`src/rtl/fifo_uart_pkg.sv`:
```
// Shared types and constants for the FIFO-to-UART transmit path.
// Build option: FIFO_UART_TX_PARITY_EN adds an even-parity bit to every frame.
package fifo_uart_pkg;

    typedef enum logic [2:0] {
        IDLE,
        FETCH,
        LOAD,
        START,
        DATA,
        PARITY,
        STOP
    } state_t;

    localparam int DATA_BITS = 8;

`ifdef FIFO_UART_TX_PARITY_EN
    localparam int FRAME_BITS = 11;
`else
    localparam int FRAME_BITS = 10;
`endif

    localparam logic IDLE_LEVEL = 1'b1;

endpackage

```
`src/rtl/fifo_uart_tx_baud_tick_gen.sv`:
```
// Symbol timer: emits a one-cycle tick every SYMBOL_EDGE_TIME clocks,
// restarting from zero whenever clear is held.
module baud_tick_gen #(
    parameter int SYMBOL_EDGE_TIME = 1085
) (
    input  logic clk,
    input  logic rst,
    input  logic clear,
    output logic tick
);

    localparam int CNT_W = (SYMBOL_EDGE_TIME > 1) ? $clog2(SYMBOL_EDGE_TIME) : 1;
    localparam logic [CNT_W-1:0] LAST = CNT_W'(SYMBOL_EDGE_TIME - 1);

    logic [CNT_W-1:0] cnt;

    // Free-running symbol counter that wraps on the last cycle of each symbol
    always_ff @(posedge clk or posedge rst) begin
        if (rst) begin
            cnt <= '0;
        end else if (clear || (cnt == LAST)) begin
            cnt <= '0;
        end else begin
            cnt <= cnt + CNT_W'(1);
        end
    end

    assign tick = (cnt == LAST) && !clear;

endmodule

```
`src/rtl/fifo_uart_tx.sv`:
```
// Drains a registered-read FIFO and serializes each byte onto a UART line
// (start, 8 data bits LSB first, stop). With FIFO_UART_TX_PARITY_EN defined an
// even-parity bit is sent between the data bits and the stop bit.
module fifo_uart_tx
    import fifo_uart_pkg::*;
#(
    parameter int CLOCK_FREQ = 125_000_000,
    parameter int BAUD_RATE  = 115_200
) (
    input  logic       clk,
    input  logic       rst,
    input  logic       fifo_empty,
    output logic       fifo_rd_en,
    input  logic [7:0] fifo_dout,
    output logic       serial_out,
    output logic       busy
);

    localparam int SYMBOL_EDGE_TIME = CLOCK_FREQ / BAUD_RATE;

    state_t                 state;
    state_t                 state_nxt;
    logic                   tick;
    logic                   baud_clear;
    logic [DATA_BITS-1:0]   shift_q;
    logic [2:0]             bit_cnt;
    logic                   serial_d;
`ifdef FIFO_UART_TX_PARITY_EN
    logic                   parity_q;
`endif

    // The symbol timer restarts while idle and right before the start bit
    assign baud_clear = (state == IDLE) || (state == LOAD);

    baud_tick_gen #(
        .SYMBOL_EDGE_TIME(SYMBOL_EDGE_TIME)
    ) u_baud (
        .clk   (clk),
        .rst   (rst),
        .clear (baud_clear),
        .tick  (tick)
    );

    // State register
    always_ff @(posedge clk or posedge rst) begin
        if (rst) begin
            state <= IDLE;
        end else begin
            state <= state_nxt;
        end
    end

    // Next-state logic; a FIFO that empties during FETCH aborts back to IDLE
    always_comb begin
        state_nxt = state;
        case (state)
            IDLE:    if (!fifo_empty) state_nxt = FETCH;
            FETCH:   state_nxt = fifo_empty ? IDLE : LOAD;
            LOAD:    state_nxt = START;
            START:   if (tick) state_nxt = DATA;
`ifdef FIFO_UART_TX_PARITY_EN
            DATA:    if (tick && (bit_cnt == 3'd7)) state_nxt = PARITY;
            PARITY:  if (tick) state_nxt = STOP;
`else
            DATA:    if (tick && (bit_cnt == 3'd7)) state_nxt = STOP;
`endif
            STOP:    if (tick) state_nxt = fifo_empty ? IDLE : FETCH;
            default: state_nxt = IDLE;
        endcase
    end

    // Output decode: read strobe gated by empty, line level for the next cycle
    always_comb begin
        fifo_rd_en = (state == FETCH) && !fifo_empty;
        busy       = (state != IDLE);
        serial_d   = IDLE_LEVEL;
        case (state)
            START:   serial_d = 1'b0;
            DATA:    serial_d = shift_q[0];
`ifdef FIFO_UART_TX_PARITY_EN
            PARITY:  serial_d = parity_q;
`endif
            default: serial_d = IDLE_LEVEL;
        endcase
    end

    // Byte shift register (and parity) loaded in LOAD, shifted on each data tick
    always_ff @(posedge clk) begin
        if (state == LOAD) begin
            shift_q <= fifo_dout;
`ifdef FIFO_UART_TX_PARITY_EN
            parity_q <= ^fifo_dout;
`endif
        end else if ((state == DATA) && tick) begin
            shift_q <= shift_q >> 1;
        end
    end

    // Data-bit index, counts 0..7 across the DATA state
    always_ff @(posedge clk or posedge rst) begin
        if (rst) begin
            bit_cnt <= 3'd0;
        end else if ((state == IDLE) || (state == LOAD)) begin
            bit_cnt <= 3'd0;
        end else if ((state == DATA) && tick) begin
            bit_cnt <= bit_cnt + 3'd1;
        end
    end

    // Registered line driver; reset forces it high immediately
    always_ff @(posedge clk or posedge rst) begin
        if (rst) begin
            serial_out <= IDLE_LEVEL;
        end else begin
            serial_out <= serial_d;
        end
    end

endmodule

```
`config.mk`:
```
export PLATFORM = sky130hd
export DESIGN_NAME = fifo_uart_tx
export DESIGN_NICKNAME = d
export VERILOG_FILES = /design/src/rtl/fifo_uart_pkg.sv /design/src/rtl/fifo_uart_tx_baud_tick_gen.sv /design/src/rtl/fifo_uart_tx.sv
export SDC_FILE = /design/constraint.sdc
export NUM_CORES = 1
export LEC_CHECK = 0
export CORE_MARGIN = 2
export CORE_UTILIZATION = 58
export CTS_BUF_LIST = sky130_fd_sc_hd__clkbuf_4 sky130_fd_sc_hd__clkbuf_8
export DETAILED_ROUTE_END_ITERATION = 12
export GPL_TIMING_DRIVEN = 0
export PLACE_DENSITY = 0.81
export SLEW_MARGIN = 10
export SYNTH_ARGS = -nofsm -noshare
export SYNTH_HDL_FRONTEND = slang
export SYNTH_SLANG_ARGS = --single-unit
```
`constraint.sdc`:
```
create_clock -name clk -period 2.35 [get_ports clk]
set_input_delay 0.3525 -clock clk [delete_from_list [all_inputs] [get_ports clk]]
set_output_delay 0.3525 -clock clk [all_outputs]
set_load 0.02 [all_outputs]
```
==> impl_summary.txt <==
----------------------------------------------------
[Outcome]
  Result of the run ... finished clean

[Place]
  Instance area at placement ... 0.00151 mm2
  Weighted congestion at the end of routability-driven global placement ... 0.801
  Detail Placement HPWL ... 1.66 mm
  Pre-CTS worst setup slack ... 0.0417 ns
  Port buffer count ... 13

[Timing]
  Worst max-slew margin expressed relative to the limit ... 0.556
  Hold violation count in the final report ... 0
  Highest Clock Rate ... 443 MHz
  Final setup viols ... 0
  Part of the cycle the worst path needs ... 0.960
  Final setup margin ... between 0.09 and 0.1 ns
  Maximum clock skew at final layout ... 0.00278 ns
  Summed negative setup slack over all endpoints ... 0 ns
  Final slew viol count ... 0
  Worst Tran Pin Value ... 0.665 ns
  Setup repair after global routing missed its margin ... false
  Min cycle time layout ... 2.26 ns

[Worst setup path]
  Worst reg-to-reg path cell count ... 6
  Req. time, crit path ... 2.00 ns
  CP Depth ... 3
  Sort of element at the start of the critical path ... flip-flop
  Maximum net fanout on the critical path ... 10
  Cells along the critical path ... clkbuf_2 -> or3_1 -> clkdlybuf4s50_1
  Number of buffer and inverter stages on the critical path ... 2
  Largest stage delay on the critical path ... 0.54 ns
  Crit path capture type ... output port
  Crit-path leading delay family ... buffers and inverters
  Max stage delay cell, worst path ... sky130_fd_sc_hd__clkdlybuf4s50_1
  Type of the worst setup path ... flip-flop to output port
  Arrival time at the worst endpoint ... 1.90 ns

[GRT]
  Vias in the first global route ... 919
  Total routing usage reported by global routing ... 0.194
  Maximum number of pins on one net before global-route repair ... 19
  Remaining Overflow, GRT ... 0
  Global-route wire length before repair ... 3.88 mm
  Number of antenna violations at the first check in global routing ... 0

[Drt]
  Initial drt markers ... 14
  Length of the first detailed-routing pass in iterations ... 4
  Post-detailed-route via-to-cell ratio ... 5.52
  Detail Route Antenna Nets ... 0
  DR DRC count ... 0
  Via total after detailed routing ... just under 900
  Avg WL per Cell ... 13.6 um
  Total routed wirelength ... 2.21 mm

[Logic synthesis]
  FF+latch count, synth ... 26
  Cell variety after synth ... 37
  Total number of yosys warnings ... 0
  Number of flops mapped to enable cells by yosys ... 8
  Primary FF master, synth ... sky130_fd_sc_hd__dfrtp_1
  Synthesized netlist net count ... roughly 130
  Sequential cell area fraction in the yosys report ... 0.514
  Cell Area, Synth ... around 0.0013 mm2
  Average cell area after synthesis ... roughly 12 um2
  Share of flip-flops with an asynchronous set or reset after synthesis ... 0.692
  Synthesized instance count ... 117

[Pwr]
  Part of the total power dissipated in sequential elements ... 0.603
  Switching share of power ... 0.317
  Lkg Pwr ... ~0.6 nW
  Share of total power in the clock network ... 0.193
  Cell internal power dissipation ... about 0.69 mW
  Power density normalized to cell area ... 654 mW/mm2
  Combinational share of power ... 0.203
  Peak ir drop on the vdd network ... 0.481 mV
  Total power ... 1.01 mW
  Net Switching ... ~0.32 mW

[Clock tree]
  Buffer cell driving the clock tree root ... sky130_fd_sc_hd__clkbuf_4
  Number of H-tree levels ... 1
  Source-to-sink clock delay at the later pin of the worst-skew pair ... 0.32 ns
  Maximum clock path buffer count ... 2
  Setup fix buffers added after clock tree synthesis ... 0
  TritonCTS sink count ... 26
  Clock-pin slew on the worst setup and hold paths ... 0.14 ns
  Clock buffer count from CTS ... 3
  CTS tree ... yes

[Die]
  I/O pins ... 14
  Total core area ... 0.00221 mm2
  Horizontal die dimension ... 52.2 um
  Die Y-Extent ... roughly 52 um
  Rows ... 17
  Effective utilization at floorplan ... 0.609
  Area enclosed by the die boundary ... 0.00272 mm2

[Layout]
  Final std cell area, no fill ... about 0.0015 mm2
  Area added between synthesis and finish ... 14.7%
  Count of nets after finishing ... 150
  Antenna cell count ... 0
  Proportion of layout cells with a drive suffix above 1 ... 0.179
  Final core occ ... 0.698

[Job]
  Max Cap Viol ... 0

[Min path]
  Path class of the lowest-slack min-delay path ... input pin to asynchronous set/reset pin

----------------------------------------------------
## layout by cell type, fill, tap and decap left out, types with 2 or more instances in the layout
cell	count
sky130_fd_sc_hd__xnor2_1	4
sky130_fd_sc_hd__clkbuf_4	3
sky130_fd_sc_hd__nand3_1	3
sky130_fd_sc_hd__inv_1	5
sky130_fd_sc_hd__mux2i_1	4
sky130_fd_sc_hd__nor3_1	5
sky130_fd_sc_hd__buf_2	2
sky130_fd_sc_hd__clkdlybuf4s50_1	13
sky130_fd_sc_hd__mux2_2	7
sky130_fd_sc_hd__or3_1	2
sky130_fd_sc_hd__nand4_1	3
sky130_fd_sc_hd__ha_1	4
sky130_fd_sc_hd__nor2_1	15
sky130_fd_sc_hd__edfxtp_1	8
sky130_fd_sc_hd__nand2_1	7
sky130_fd_sc_hd__dfrtp_1	16
sky130_fd_sc_hd__nand2b_1	2
sky130_fd_sc_hd__o21bai_1	2
sky130_fd_sc_hd__xor2_1	5
sky130_fd_sc_hd__o21ai_1	2
## stage by stage
step	cells	hold WS, ns
6_report	162	0.415
5_1_grt	162	0.492
3_3_place_gp	158	0.481
3_5_place_dp	158	0.486
2_1_floorplan	117	0.290
4_1_cts	162	0.440
## cell usage after synthesis, types with 3 or more instances
cell type,instances,area share
sky130_fd_sc_hd__dfrtp_1,17,0.32
sky130_fd_sc_hd__edfxtp_1,8,0.18
sky130_fd_sc_hd__ha_1,4,0.037
sky130_fd_sc_hd__inv_1,5,0.014
sky130_fd_sc_hd__mux2_2,7,0.059
sky130_fd_sc_hd__mux2i_1,4,0.030
sky130_fd_sc_hd__nand2_1,7,0.020
sky130_fd_sc_hd__nand3_1,3,0.011
sky130_fd_sc_hd__nand4_1,3,0.014
sky130_fd_sc_hd__nor2_1,15,0.042
sky130_fd_sc_hd__nor3_1,5,0.019
sky130_fd_sc_hd__xnor2_1,4,0.026
sky130_fd_sc_hd__xor2_1,5,0.033
## per-layer routing
| layer | vias up | GRT usage | share of wire |
|---|---|---|---|
| met5 | - | 0 | 0 |
| met4 | 0 | 0.0855 | 0.0063 |
| met3 | 2 | 0.0257 | 0.029 |
| met2 | 13 | 0.323 | 0.49 |
| met1 | 435 | 0.255 | 0.48 |
| li1 | 444 | - | - |
## state kept, by name, indices dropped and copies added, names as in the netlist
signal and cells:
u_baud.cnt 11, bit_cnt 3, serial_out 1, shift_q 8, state 3
## worst paths after layout
check	start	end	slack [ns]
worst min-delay path	rst	u_baud.cnt[0]	0.41
worst max-delay path	state[0]	busy	0.09
min in group clk	bit_cnt[1]	bit_cnt[1]	0.51
worst max register to register	u_baud.cnt[0]	shift_q[7]	0.29
worst min register to register	bit_cnt[1]	bit_cnt[1]	0.51
max in group asynchronous	rst	state[0]	1.48
## cell type report
| class | instances | area [um2] |
|---|---|---|
| plain buffers | 3 | 15.0 |
| clock buffers | 3 | 22.5 |
| clock inverters | 1 | 3.75 |
| fillers | 179 | 668 |
| inverters | 5 | 18.8 |
| multi-input cells | 83 | 626 |
| flip-flops and latches | 26 | 693 |
| well taps | 28 | 35.0 |
| repair buffers | 13 | 130 |
## what timing repair did
item / 4_1_cts / 5_1_grt
hold buffers: 0 / 0
hold endpoints to repair: 0 / 0
resized for setup: 0 / 4
setup endpoints to repair: 0 / 9
## power by group through the flow
stage	logic (mW)	clock network [mW]	registers (mW)
floorplan	0.160	0	0.598
global placement	0.195	0	0.612
detailed placement	0.208	0	0.618
CTS	0.211	0.202	0.608
global route	0.234	0.216	0.620
finish	0.205	0.195	0.609
## cell families after synthesis
| family | Yosys count | synth area share |
|---|---|---|
| flip-flops | 26 | 0.514 |
| adder cells (fa/ha/maj) | 5 | 0.0446 |
| multiplexers | 11 | 0.0883 |
| AND/OR/NAND/NOR | 49 | 0.226 |
| buffers and inverters | 8 | 0.0242 |
| AO/OA/AOI/OAI | 9 | 0.0446 |
| XOR/XNOR | 9 | 0.0585 |
Note: power is estimated with default switching activity, not from simulation.
